**src/rtl/rr_request_issuer.sv**
```systemverilog
// Consumer-side request issuer. It queues read/write commands and presents the head command to the
// round-robin scheduler, holding it until granted. It then tracks granted reads and forwards their data.
module rr_request_issuer #(
  parameter int ADDR_WIDTH      = 4,
  parameter int VALUE_WIDTH     = 8,
  parameter int REQ_WIDTH       = ADDR_WIDTH + VALUE_WIDTH + 1,
  parameter int DEPTH           = 4,
  parameter int READ_LATENCY    = 2,
  parameter int MAX_OUTSTANDING = 4
) (
  input  logic                   clk,
  input  logic                   reset,
  input  logic                   cmd_valid,
  output logic                   cmd_ready,
  input  logic                   cmd_we,
  input  logic [ADDR_WIDTH-1:0]  cmd_addr,
  input  logic [VALUE_WIDTH-1:0] cmd_wdata,
  output logic [REQ_WIDTH-1:0]   req_word,
  output logic                   req_we,
  input  logic                   grant,
  input  logic                   rd_valid,
  input  logic [VALUE_WIDTH-1:0] rd_data,
  output logic                   resp_valid,
  output logic [VALUE_WIDTH-1:0] resp_data,
  output logic [15:0]            stall_count,
  output logic                   err_unexpected
);

  localparam int PTR_W = $clog2(DEPTH);
  localparam int OUT_W = $clog2(MAX_OUTSTANDING + 1);
  localparam logic [OUT_W-1:0] OUT_MAX = OUT_W'(MAX_OUTSTANDING);

  if (REQ_WIDTH != ADDR_WIDTH + VALUE_WIDTH + 1) begin : g_bad_req_width
    $error("REQ_WIDTH must equal ADDR_WIDTH+VALUE_WIDTH+1");
  end
  if (DEPTH < 2 || (DEPTH & (DEPTH - 1)) != 0) begin : g_bad_depth
    $error("DEPTH must be a power of 2 and at least 2");
  end
  if (READ_LATENCY < 1 || MAX_OUTSTANDING < 1) begin : g_bad_read_params
    $error("READ_LATENCY and MAX_OUTSTANDING must be at least 1");
  end

  logic                   mem_we    [DEPTH];
  logic [ADDR_WIDTH-1:0]  mem_addr  [DEPTH];
  logic [VALUE_WIDTH-1:0] mem_wdata [DEPTH];

  logic [PTR_W:0]   wr_ptr, rd_ptr, count;
  logic [OUT_W-1:0] outstanding;
  logic             full, empty, push, pop, read_granted, rd_expected;
  logic             head_we, req_valid;
  logic [ADDR_WIDTH-1:0]  head_addr;
  logic [VALUE_WIDTH-1:0] head_value;

  // Full uses the pointer wrap bit; empty uses the occupancy count.
  assign full  = (wr_ptr[PTR_W] != rd_ptr[PTR_W]) &&
                 (wr_ptr[PTR_W-1:0] == rd_ptr[PTR_W-1:0]);
  assign empty = (count == '0);

  assign cmd_ready = !full;
  assign push      = cmd_valid && !full;

  assign head_we    = mem_we[rd_ptr[PTR_W-1:0]];
  assign head_addr  = mem_addr[rd_ptr[PTR_W-1:0]];
  assign head_value = head_we ? mem_wdata[rd_ptr[PTR_W-1:0]] : '0;

  // A read at the head waits while the in-flight read budget is exhausted.
  assign req_valid = !empty && !(!head_we && (outstanding == OUT_MAX));
  assign req_word  = req_valid ? {1'b1, head_addr, head_value} : '0;
  assign req_we    = req_valid && head_we;

  assign pop          = grant && req_valid;
  assign read_granted = pop && !head_we;
  assign rd_expected  = rd_valid && (outstanding != '0);

  always_ff @(posedge clk) begin
    if (push) begin
      mem_we[wr_ptr[PTR_W-1:0]]    <= cmd_we;
      mem_addr[wr_ptr[PTR_W-1:0]]  <= cmd_addr;
      mem_wdata[wr_ptr[PTR_W-1:0]] <= cmd_wdata;
    end
  end

  always_ff @(posedge clk or posedge reset) begin
    if (reset) begin
      wr_ptr <= '0;
      rd_ptr <= '0;
      count  <= '0;
    end else begin
      if (push) wr_ptr <= wr_ptr + 1'b1;
      if (pop)  rd_ptr <= rd_ptr + 1'b1;
      if (push && !pop)      count <= count + 1'b1;
      else if (!push && pop) count <= count - 1'b1;
    end
  end

  always_ff @(posedge clk or posedge reset) begin
    if (reset) begin
      outstanding    <= '0;
      err_unexpected <= 1'b0;
      resp_valid     <= 1'b0;
      resp_data      <= '0;
      stall_count    <= '0;
    end else begin
      if (read_granted && !rd_expected)      outstanding <= outstanding + 1'b1;
      else if (!read_granted && rd_expected) outstanding <= outstanding - 1'b1;
      // Unexpected data is still forwarded; only the sticky flag records it.
      if (rd_valid && (outstanding == '0)) err_unexpected <= 1'b1;
      resp_valid <= rd_valid;
      resp_data  <= rd_data;
      if (req_valid && !grant && (stall_count != 16'hFFFF))
        stall_count <= stall_count + 16'd1;
    end
  end

endmodule

```
**config.mk**
```make
export PLATFORM = sky130hd
export DESIGN_NAME = rr_request_issuer
export DESIGN_NICKNAME = d
export VERILOG_FILES = /design/src/rtl/rr_request_issuer.sv
export SDC_FILE = /design/constraint.sdc
export NUM_CORES = 1
export LEC_CHECK = 0
export ABC_AREA = 0
export BUFFER_PORTS_ARGS = -buffer_cell sky130_fd_sc_hd__buf_4
export CAP_MARGIN = 0
export CORE_MARGIN = 2
export CORE_UTILIZATION = 45
export DETAILED_ROUTE_END_ITERATION = 8
export HOLD_SLACK_MARGIN = 0.1
export PLACE_DENSITY = 0.77
export SYNTH_ARGS = -nofsm -noshare
export SYNTH_HDL_FRONTEND = slang
export SYNTH_SLANG_ARGS = --single-unit
```
**constraint.sdc**
```tcl
create_clock -name clk -period 2.96 [get_ports clk]
set_clock_uncertainty 0.1 [all_clocks]
set_input_delay 0.592 -clock clk [delete_from_list [all_inputs] [get_ports clk]]
set_output_delay 0.592 -clock clk [all_outputs]
set_load 0.02 [all_outputs]
```
==> results of run 1 <==
[kinds of logic after synthesis]
kind of cell	count (synthesis)	share of synthesized area
flip-flops	90	0.675
buffers and inverters	13	0.0165
multiplexers	18	0.0957
AND/OR/NAND/NOR	62	0.109
AO/OA/AOI/OAI	2	0.00336
XOR/XNOR	27	0.0635
adder cells (fa/ha/maj)	10	0.0376
[worst max-delay path, delay by kind of cell, from the launching register on]
| family | cells | cell delay [ps] |
|---|---|---|
| adders and majority gates | 2 | 620 |
| DFF | 1 | 380 |
| buffers and inverters | 1 | 80 |
| muxes | 2 | 820 |
| and+or+nand+nor | 4 | 680 |
[final timing paths]
kind / start / endpoint / slack [ps] / cells after the start
max: rd_ptr[0]$_DFFE_PP0P_ / outstanding[1]$_DFFE_PP0P_ / 170 / 9
min: rd_data[6] / resp_data[6]$_DFF_PP0_ / 240 / 1
max reg2reg: rd_ptr[0]$_DFFE_PP0P_ / outstanding[1]$_DFFE_PP0P_ / 170 / 9
min reg2reg: err_unexpected$_DFFE_PP0P_ / err_unexpected$_DFFE_PP0P_ / 380 / 1
max in group asynchronous: reset / stall_count[7]$_DFFE_PP0P_ / 2180 / 3
min in group asynchronous: reset / stall_count[10]$_DFFE_PP0P_ / 250 / 3
[sequential cells by signal, indices dropped and copies added, names as in the netlist, 3 cells and up]
signal / flops
mem_wdata: 32
wr_ptr: 3
outstanding: 3
stall_count: 16
rd_ptr: 3
resp_data: 8
count: 3
mem_addr: 16
mem_we: 4
[per-stage QoR]
stage | area (µm²) | std cells | worst slack, ps | utilization | hold slack, ps
floorplan | 3720 | 222 | 101 | - | 356
global route | 4550 | 408 | 31.7 | 0.559 | 222
detailed placement | 4360 | 392 | 148 | 0.536 | 360
finish | 4550 | 408 | 168 | 0.559 | 242
CTS | 4550 | 408 | 130 | 0.559 | 224
global placement | 4360 | 392 | 231 | 0.536 | 343
[where the power goes]
group	internal (µW)	leakage (µW)	switching, µW
registers	1660	0.000941	205
logic	865	0.000830	973
clock network	330	0.0000989	473
total	2860	0.00187	1650
[final cells by class]
cell class | instances | area, µm² | share of cell area
repair buffers | 72 | 541 | 0.119
inverters | 6 | 22.5 | 0.00495
clock inverters | 7 | 68.8 | 0.0151
multi-input cells | 119 | 1150 | 0.253
clock buffers | 9 | 124 | 0.0272
well taps | 105 | 131 | 0.0289
flip-flops and latches | 90 | 2510 | 0.552
[Yosys cell counts, types with 2 or more instances]
master                      n  area [µm²]
sky130_fd_sc_hd__edfxtp_1  52        1560
sky130_fd_sc_hd__dfrtp_1   38         951
sky130_fd_sc_hd__xnor2_1   18         158
sky130_fd_sc_hd__and3_1    17         106
sky130_fd_sc_hd__mux4_2    12         270
sky130_fd_sc_hd__nand3_1   11        55.1
sky130_fd_sc_hd__xor2_1     9        78.8
sky130_fd_sc_hd__ha_1       8         100
sky130_fd_sc_hd__inv_1      6        22.5
sky130_fd_sc_hd__nand2_1    6        22.5
sky130_fd_sc_hd__nand4_1    6        37.5
sky130_fd_sc_hd__and2_1     4        25.0
sky130_fd_sc_hd__clkbuf_1   4        15.0
sky130_fd_sc_hd__mux2_2     3        33.8
sky130_fd_sc_hd__nor2_1     3        11.3
sky130_fd_sc_hd__nor3_1     3        15.0
sky130_fd_sc_hd__fa_1       2        40.0
sky130_fd_sc_hd__nand2b_1   2        12.5
sky130_fd_sc_hd__nor4b_4    2        47.6
[metal layers]
metal / vias to the layer above / part of all wire / track usage
met5: - / 0 / 0
met4: 0 / 0.011 / 0.0399
met3: 7 / 0.051 / 0.0439
met2: 61 / 0.49 / 0.265
met1: 1055 / 0.45 / 0.204
li1: 984 / - / -
==> summary.md, run 1 <==
| Metric | Value |
|---|---|
| Clock sink total | `90` |
| Tot GR Track Use | `0.158` |
| Transition time of the tightest slew-check pin | `766 ps` |
| Worst EP required | `3110 ps` |
| Number of setup violations in the final report | `0` |
| Worst-Skew Late Latency | `350 ps` |
| Shortest period the worst path allows | `2790 ps` |
| Most common library cell in the layout ignoring fill and taps | `sky130_fd_sc_hd__buf_4` |
| Fraction of registers with async set or reset after synthesis | `0.422` |
| CTS Hold Buffers Added | `0` |
| Total standard cell area after synthesis | `3720 µm²` |
| Crit-path cells | `mux4_2, nor4b_4, nor2_2, nand2_1, nor2_1, ha_1, inv_1, fa_1, mux2_2` |
| Via total after detailed routing | `2107` |
| Primary FF master, synth | `sky130_fd_sc_hd__edfxtp_1` |
| Areal power density over the cells | `990 nW/µm²` |
| Synthesized instance count | `222` |
| Wire per inst | `16.1 µm` |
| Top library cells by usage in the layout, fill and taps aside | `sky130_fd_sc_hd__buf_4, sky130_fd_sc_hd__edfxtp_1, sky130_fd_sc_hd__dfrtp_1` |
| Total Nets Final | `334` |
| Area grow syn2layout | `22.2%` |
| Period utilisation layout | `0.943` |
| Hold Fails Final Rpt | `0` |
| Leftover overflow at the end of global routing | `0` |
| CTS tree | `done` |
| Clock buffers created by TritonCTS | `9` |
| Status | `finished clean` |
| Max Transition Viols Final | `0` |
| Slew HR | `0.489` |
| Number of maximum-capacitance constraint violations | `0` |
| Global-route wire length before repair | `10.6 mm` |
| Overall power of the completed layout | `4510 µW` |
| Placer's final routability congestion estimate | `0.765` |
| Clock slew at reported path FFs | `100 ps` |
| Fraction of the yosys area taken by sequential cells | `0.675` |
| Initial core utilization | `0.458` |
| Sort of element at the start of the critical path | `flop` |
| Wire length after detailed routing | `6.58 mm` |
| Number of synthesized flops with an enable pin | `52` |
| First-pass detailed-route iteration total | `4` |
| DRC violation total after the first TritonRoute iteration | `79` |
| Type of destination of the critical path | `flop` |
| Worst min path class | `input port to flop` |
| CP Data Arrival Time | `2940 ps` |
| Level count of the clock H-tree | `3` |
| Post CTS Setup Buffer Count | `0` |
| Type of the worst setup path | `flop to flop` |
| CTS Buffer Depth | `2` |
| Highest clock frequency the design can meet | `0.358 GHz` |
| Net Count, Synth | `258` |
| Synth warnings | `0` |
| PostCTS Resize Cnt | `0` |
| Seq cells post-synth | `90` |
| Antenna Diode Count | `0` |
| Detailed placement HPWL | `4.45 mm` |
| Via density per instance | `5.16` |
| Max VDD drop | `0.583 mV` |
| Number of global-route vias before repair | `2110` |
| Maximum number of pins on one net before global-route repair | `39` |
| Count of boundary I/O pins | `67` |
| Setup repair after global routing missed its margin | `no` |
| Width of the die | `95.0 µm` |
| Clock root buffer | `sky130_fd_sc_hd__clkbuf_8` |
| Area of the die | `9020 µm²` |
| Number of DRC violations after detailed routing | `0` |
| Largest fanout of any net on the critical path | `9` |
| Fraction of layout instances using a drive strength above 1 | `0.353` |
| Quantity of I/O buffers inserted on ports | `66` |
| Total negative slack | `0 ps` |
| Slowest cell delay on critical path | `550 ps` |
| Height of the die | `95.0 µm` |
| # fillers | `661` |
| Antenna viol nets, final | `0` |
| Per-instance average area after synthesis | `16.8 µm²` |
| Total core area | `8130 µm²` |
| Placement row count | `33` |
| Highest-delay cell along the critical path | `sky130_fd_sc_hd__mux4_2` |
| Reported leakage power | `0.00187 µW` |
| Number of antenna violations at the first check in global routing | `0` |
| Count of unique library cells instantiated by Yosys | `35` |
Power figures use the tool's default switching activity.
==> run 2: changes to the inputs <==
Settings changed: CORE_UTILIZATION 45 to 50, CTS_CLUSTER_DIAMETER set to 60, PLACE_DENSITY 0.77 to 0.84.
==> summary.md, run 2 (same netlist as run 1, synthesis figures left out) <==
| Metric | Value |
|---|---|
| Setup repair after global routing missed its margin | `no` |
| Wire length after detailed routing | `6.73 mm` |
| Number of global-route vias before repair | `2223` |
| CP Data Arrival Time | `2960 ps` |
| Global-route wire length before repair | `11.1 mm` |
| Max Transition Viols Final | `0` |
| CTS tree | `done` |
| Post-Route Hold Slack | `232 ps` |
| Clock buffers created by TritonCTS | `9` |
| Slowest cell delay on critical path | `560 ps` |
| Worst EP required | `3110 ps` |
| Status | `finished clean` |
| Max VDD drop | `0.556 mV` |
| Width of the die | `90.3 µm` |
| First-pass detailed-route iteration total | `4` |
| Number of antenna violations at the first check in global routing | `0` |
| Count of boundary I/O pins | `67` |
| Area grow syn2layout | `21.6%` |
| Number of maximum-capacitance constraint violations | `0` |
| Via density per instance | `5.26` |
| Highest clock frequency the design can meet | `0.356 GHz` |
| Final standard cell utilization of the core | `0.628` |
| Placement row count | `31` |
| Worst min path class | `input port to flop` |
| Sort of element at the start of the critical path | `flop` |
| Minimum setup slack after placement | `140 ps` |
| Areal power density over the cells | `987 nW/µm²` |
| Detailed placement HPWL | `4.53 mm` |
| Placer's final routability congestion estimate | `0.793` |
| Largest fanout of any net on the critical path | `9` |
| Cell Count, Final, Fillers Out | `402` |
| Antenna Diode Count | `0` |
| Type of the worst setup path | `flop to flop` |
| # fillers | `570` |
| Most common library cell in the layout ignoring fill and taps | `sky130_fd_sc_hd__buf_4` |
| Total Nets Final | `334` |
| DRC violation total after the first TritonRoute iteration | `51` |
| Initial core utilization | `0.516` |
| Clock root buffer | `sky130_fd_sc_hd__clkbuf_8` |
| Shortest period the worst path allows | `2810 ps` |
| Wire per inst | `16.7 µm` |
| Level count of the clock H-tree | `3` |
| Final worst-path setup slack | `147 ps` |
| Total negative slack | `0 ps` |
| Clock sink total | `90` |
| CTS Hold Buffers Added | `0` |
| Hold Fails Final Rpt | `0` |
| Number of DRC violations after detailed routing | `0` |
| Reported leakage power | `0.00186 µW` |
| Tot GR Track Use | `0.180` |
| Worst-Skew Late Latency | `360 ps` |
| Transition time of the tightest slew-check pin | `711 ps` |
| Clock slew at reported path FFs | `90 ps` |
| Highest-delay cell along the critical path | `sky130_fd_sc_hd__mux4_2` |
| Leftover overflow at the end of global routing | `0` |
| Path depth of the worst reg2reg path | `9` |
| Top library cells by usage in the layout, fill and taps aside | `sky130_fd_sc_hd__buf_4, sky130_fd_sc_hd__edfxtp_1, sky130_fd_sc_hd__dfrtp_1` |
| Via total after detailed routing | `2115` |
| Total core area | `7210 µm²` |
| Flip-flop count of the largest register, all copies and words added | `32` |
| Cell total after placement | `386` |
| Fraction of layout instances using a drive strength above 1 | `0.360` |
| Type of destination of the critical path | `flop` |
| Slew HR | `0.526` |
| Instance count along the most critical hold path | `1` |
| Period utilisation layout | `0.950` |
| CTS Buffer Depth | `2` |
| Antenna viol nets, final | `0` |
| Crit-path cells | `mux4_2, nor4b_4, nor2_2, nand2_2, nor2_1, ha_1, inv_1, fa_1, mux2_2` |
| Area of the die | `8160 µm²` |
| Height of the die | `90.3 µm` |
| Number of setup violations in the final report | `0` |
| Quantity of I/O buffers inserted on ports | `66` |
| Maximum number of pins on one net before global-route repair | `39` |
[run 2: cell types whose count changed in the layout (fill, tap and decap cells not counted), sizes merged]
cell      previous run  this run
clkinv               2         3
clkinvlp             0         2
inv                 11         8
[run 2: final timing paths]
kind                       slack (ps)                    endpoint                  startpoint
setup / recovery                  150  outstanding[1]$_DFFE_PP0P_       rd_ptr[0]$_DFFE_PP0P_
hold / removal                    230      resp_data[1]$_DFF_PP0_                  rd_data[1]
setup reg to reg                  150  outstanding[1]$_DFFE_PP0P_       rd_ptr[0]$_DFFE_PP0P_
hold reg to reg                   370  err_unexpected$_DFFE_PP0P_  err_unexpected$_DFFE_PP0P_
max in group asynchronous        2190  stall_count[5]$_DFFE_PP0P_                       reset
min in group asynchronous         240  stall_count[3]$_DFFE_PP0P_                       reset
[run 2: power by group]
group	internal [µW]	switching, µW	leakage [µW]
registers	1660	216	0.000941
logic	868	975	0.000830
clock network	309	443	0.0000860
total	2840	1630	0.00186
[run 2: repair_timing]
| action | CTS | global route |
|---|---|---|
| setup buffers | 0 | 0 |
| endpoints found under the setup margin | 0 | 2 |
| gates resized for setup | 0 | 1 |
[run 2: layer usage]
metal  track usage  up-vias  part of all wire
met5             0        -                 0
met3        0.0509        8             0.070
li1              -      975                 -
met2         0.293       78              0.50
met1         0.226     1054              0.42
met4        0.0833        0             0.017
[run 2: layout make-up]
cell class | count | area, µm² | share of cell area
clock buffer | 9 | 124 | 0.0274
clock inverter | 7 | 51.3 | 0.0113
inverter | 6 | 22.5 | 0.00497
multi-input combinational | 119 | 1150 | 0.255
sequential | 90 | 2510 | 0.555
tap | 99 | 124 | 0.0274
timing repair buffer | 72 | 541 | 0.119
[run 2: worst max-delay path: cells and delay by family, from the launching register on]
family | cells | cell delay [ps]
muxes | 2 | 830
buffers and inverters | 1 | 80
adders and majority gates | 2 | 630
and+or+nand+nor | 4 | 680
DFF | 1 | 390
[run 2: per-stage QoR]
step,total power [µW],area [µm²]
global placement,3690,4350
global route,4740,4530
finish,4470,4530
CTS,4520,4530
floorplan,3100,3720
detailed placement,3760,4350
==> run 3: changes to the inputs <==
Settings changed: ABC_AREA 0 to 1, PLACE_DENSITY 0.84 to 0.83.
==> summary.md, run 3 <==
| Metric | Value |
|---|---|
| Height of the die | `94.6 µm` |
| Post-synthesis share of cell area spent on full adders, half adders and majority gates | `0.0341` |
| Worst EP required | `2270 ps` |
| Via total after detailed routing | `3064` |
| Max VDD drop | `0.434 mV` |
| Area of the die | `8960 µm²` |
| Mux cell area share after synthesis | `0.00274` |
| CTS tree | `done` |
| CTS Hold Buffers Added | `0` |
| Initial core utilization | `0.508` |
| Total standard cell area after synthesis | `4110 µm²` |
| Maximum number of pins on one net before global-route repair | `39` |
| Hold Fails Final Rpt | `0` |
| Type of destination of the critical path | `primary output` |
| Worst-Skew Late Latency | `370 ps` |
| Placer's final routability congestion estimate | `0.828` |
| Period utilisation layout | `0.939` |
| DRC violation total after the first TritonRoute iteration | `163` |
| Total core area | `8090 µm²` |
| Post-Route Hold Slack | `227 ps` |
| Sort of element at the start of the critical path | `flop` |
| Cell accounting for the most synthesized area | `sky130_fd_sc_hd__edfxtp_1` |
| Post-Place Cell Area | `4740 µm²` |
| Leftover overflow at the end of global routing | `0` |
| PostCTS Resize Cnt | `0` |
| Synthesized instance count | `399` |
| Antenna viol nets, final | `0` |
| Shortest period the worst path allows | `2780 ps` |
| Post-route design area | `4940 µm²` |
| CP Data Arrival Time | `2090 ps` |
| Most common library cell in the layout ignoring fill and taps | `sky130_fd_sc_hd__nand2_1` |
| Dominant cell by count in the synthesized netlist | `sky130_fd_sc_hd__nand2_1` |
| First-pass detailed-route iteration total | `4` |
| CTS Buffer Depth | `2` |
| Total Nets Final | `510` |
| Area grow syn2layout | `20.3%` |
| Total negative slack | `0 ps` |
| Seq cells post-synth | `90` |
| Xor-xnor portion of the synthesized cell area | `0.0341` |
| Post CTS Setup Buffer Count | `0` |
| Clock root buffer | `sky130_fd_sc_hd__clkbuf_8` |
| Synthesized-area fraction occupied by ao, oa, aoi and oai cells | `0.0667` |
| Per-instance average area after synthesis | `10.3 µm²` |
| Global-route wire length before repair | `13.4 mm` |
| Area of the multi-input gates | `1400 µm²` |
| Highest clock frequency the design can meet | `0.360 GHz` |
| Fraction of the yosys area taken by sequential cells | `0.612` |
| Slew HR | `0.681` |
| Max Transition Viols Final | `0` |
| Placement row count | `33` |
| Sequential cell area | `2510 µm²` |
| Number of antenna violations at the first check in global routing | `0` |
| Primary FF master, synth | `sky130_fd_sc_hd__edfxtp_1` |
| Number of setup violations in the final report | `0` |
| Top library cells by usage in the layout, fill and taps aside | `sky130_fd_sc_hd__nand2_1, sky130_fd_sc_hd__buf_4, sky130_fd_sc_hd__nor2_1` |
| # fillers | `658` |
| Post-synthesis share of cell area spent on and, or, nand and nor gates | `0.202` |
| Final standard cell utilization of the core | `0.610` |
| Worst r2r dst | `outstanding[2]$_DFFE_PP0P_` |
| Status | `finished clean` |
| Clock slew at reported path FFs | `90 ps` |
| Flip-flop count of the largest register, all copies and words added | `32` |
| Tot GR Track Use | `0.197` |
| Setup repair after global routing missed its margin | `no` |
| Fraction of layout instances using a drive strength above 1 | `0.217` |
| Worst reg-to-reg setup slack | `260 ps` |
| Quantity of I/O buffers inserted on ports | `66` |
| Wire per inst | `14.0 µm` |
| Number of maximum-capacitance constraint violations | `0` |
| Net Count, Synth | `435` |
| Detailed placement HPWL | `5.57 mm` |
| Reported leakage power | `0.00216 µW` |
| Wire length after detailed routing | `8.15 mm` |
| Largest fanout of any net on the critical path | `11` |
| Number of synthesized flops with an enable pin | `52` |
| Antenna Diode Count | `0` |
| Worst min path class | `input port to async pin` |
| Count of unique library cells instantiated by Yosys | `30` |
| Number of DRC violations after detailed routing | `0` |
| Largest family of logic cells by synthesized area | `simple AND/OR/NAND/NOR gates` |
| Synth warnings | `0` |
| Fraction of registers with async set or reset after synthesis | `0.422` |
| Share of Yosys cell area claimed by the top area cell type | `0.380` |
| Transition time of the tightest slew-check pin | `478 ps` |
| Type of the worst setup path | `flop to primary output` |
| Path depth of the worst reg2reg path | `15` |
| Width of the die | `94.6 µm` |
| Level count of the clock H-tree | `3` |
| Via density per instance | `5.25` |
| Number of global-route vias before repair | `2994` |
| Clock sink total | `90` |
| Areal power density over the cells | `960 nW/µm²` |
| Most area-consuming cells after synthesis | `sky130_fd_sc_hd__edfxtp_1, sky130_fd_sc_hd__dfrtp_1, sky130_fd_sc_hd__nand2_1` |
| Count of boundary I/O pins | `67` |
| Most frequent cells after synthesis | `sky130_fd_sc_hd__nand2_1, sky130_fd_sc_hd__nor2_1, sky130_fd_sc_hd__edfxtp_1, sky130_fd_sc_hd__dfrtp_1, sky130_fd_sc_hd__o21ai_0` |
| Beginning of the worst register-to-register path | `rd_ptr[0]$_DFFE_PP0P_` |
| Clock buffers created by TritonCTS | `9` |
-- run 3: cell types whose count changed after synthesis, moves of 15 or more --
| cell | previous run | this run |
|---|---|---|
| sky130_fd_sc_hd__nand2_1 | 6 | 81 |
| sky130_fd_sc_hd__nor2_1 | 3 | 68 |
| sky130_fd_sc_hd__o21ai_0 | 1 | 32 |
| sky130_fd_sc_hd__inv_1 | 6 | 31 |
| sky130_fd_sc_hd__and3_1 | 17 | 0 |
| sky130_fd_sc_hd__a21oi_1 | 0 | 15 |
-- run 3: power by group --
| part | leakage (µW) | switching [µW] | total [µW] | internal, µW |
|---|---|---|---|---|
| logic | 0.00111 | 1260 | 2050 | 787 |
| registers | 0.000950 | 195 | 1830 | 1640 |
| clock network | 0.000103 | 452 | 856 | 404 |
-- run 3: worst max-delay path by stage --
stage                           from                    endpoint  slack (ps)
6_report       rd_ptr[0]$_DFFE_PP0P_                req_word[11]         180
5_1_grt        rd_ptr[0]$_DFFE_PP0P_                req_word[11]           3
4_1_cts        rd_ptr[0]$_DFFE_PP0P_                req_word[11]         150
3_5_place_dp   rd_ptr[0]$_DFFE_PP0P_  outstanding[2]$_DFFE_PP0P_         280
3_3_place_gp   rd_ptr[0]$_DFFE_PP0P_  outstanding[2]$_DFFE_PP0P_         410
2_1_floorplan  rd_ptr[0]$_DFFE_PP0P_  outstanding[2]$_DFFE_PP0P_         510
-- run 3: metrics by stage --
step | total power [µW] | setup slack (ps) | cells
2_1_floorplan | 3200 | 506 | 399
5_1_grt | 5050 | 3.04 | 584
4_1_cts | 4780 | 149 | 584
6_report | 4740 | 181 | 584
3_5_place_dp | 3910 | 278 | 568
3_3_place_gp | 3830 | 413 | 568
-- run 3: routing by layer --
metal	track usage	share of wire	vias up	routed length, µm
met4	0.0942	0.023	0	186
li1	-	-	1477	-
met1	0.249	0.42	1469	3420
met5	0	0	-	0
met3	0.0479	0.061	18	496
met2	0.320	0.50	100	4050
-- run 3: logic make-up (layout without fill, tap and decap cells) --
| logic type | Yosys count | after routing |
|---|---|---|
| simple gates | 186 | 186 |
| buf+inv | 45 | 125 |
| xor+xnor | 16 | 16 |
| fa+ha+maj | 10 | 10 |
| compound gates | 51 | 51 |
| mux | 1 | 1 |
| flops | 90 | 90 |
-- run 3: critical path: stages (launching register included) --
cell and delay [ps]:
sky130_fd_sc_hd__dfrtp_1 510, sky130_fd_sc_hd__inv_4 120, sky130_fd_sc_hd__nand2_1 50, sky130_fd_sc_hd__nand3_1 130, sky130_fd_sc_hd__nand3_4 200, sky130_fd_sc_hd__nand2_4 210, sky130_fd_sc_hd__inv_1 130, sky130_fd_sc_hd__a21oi_1 200
sky130_fd_sc_hd__buf_4 180
-- run 3: area by class of cell --
class	instances	area share
sequential	90	0.509
multi-input combinational	264	0.282
timing repair buffer	76	0.116
tap	105	0.0266
clock buffer	10	0.0258
inverter	33	0.0256
clock inverter	6	0.0155
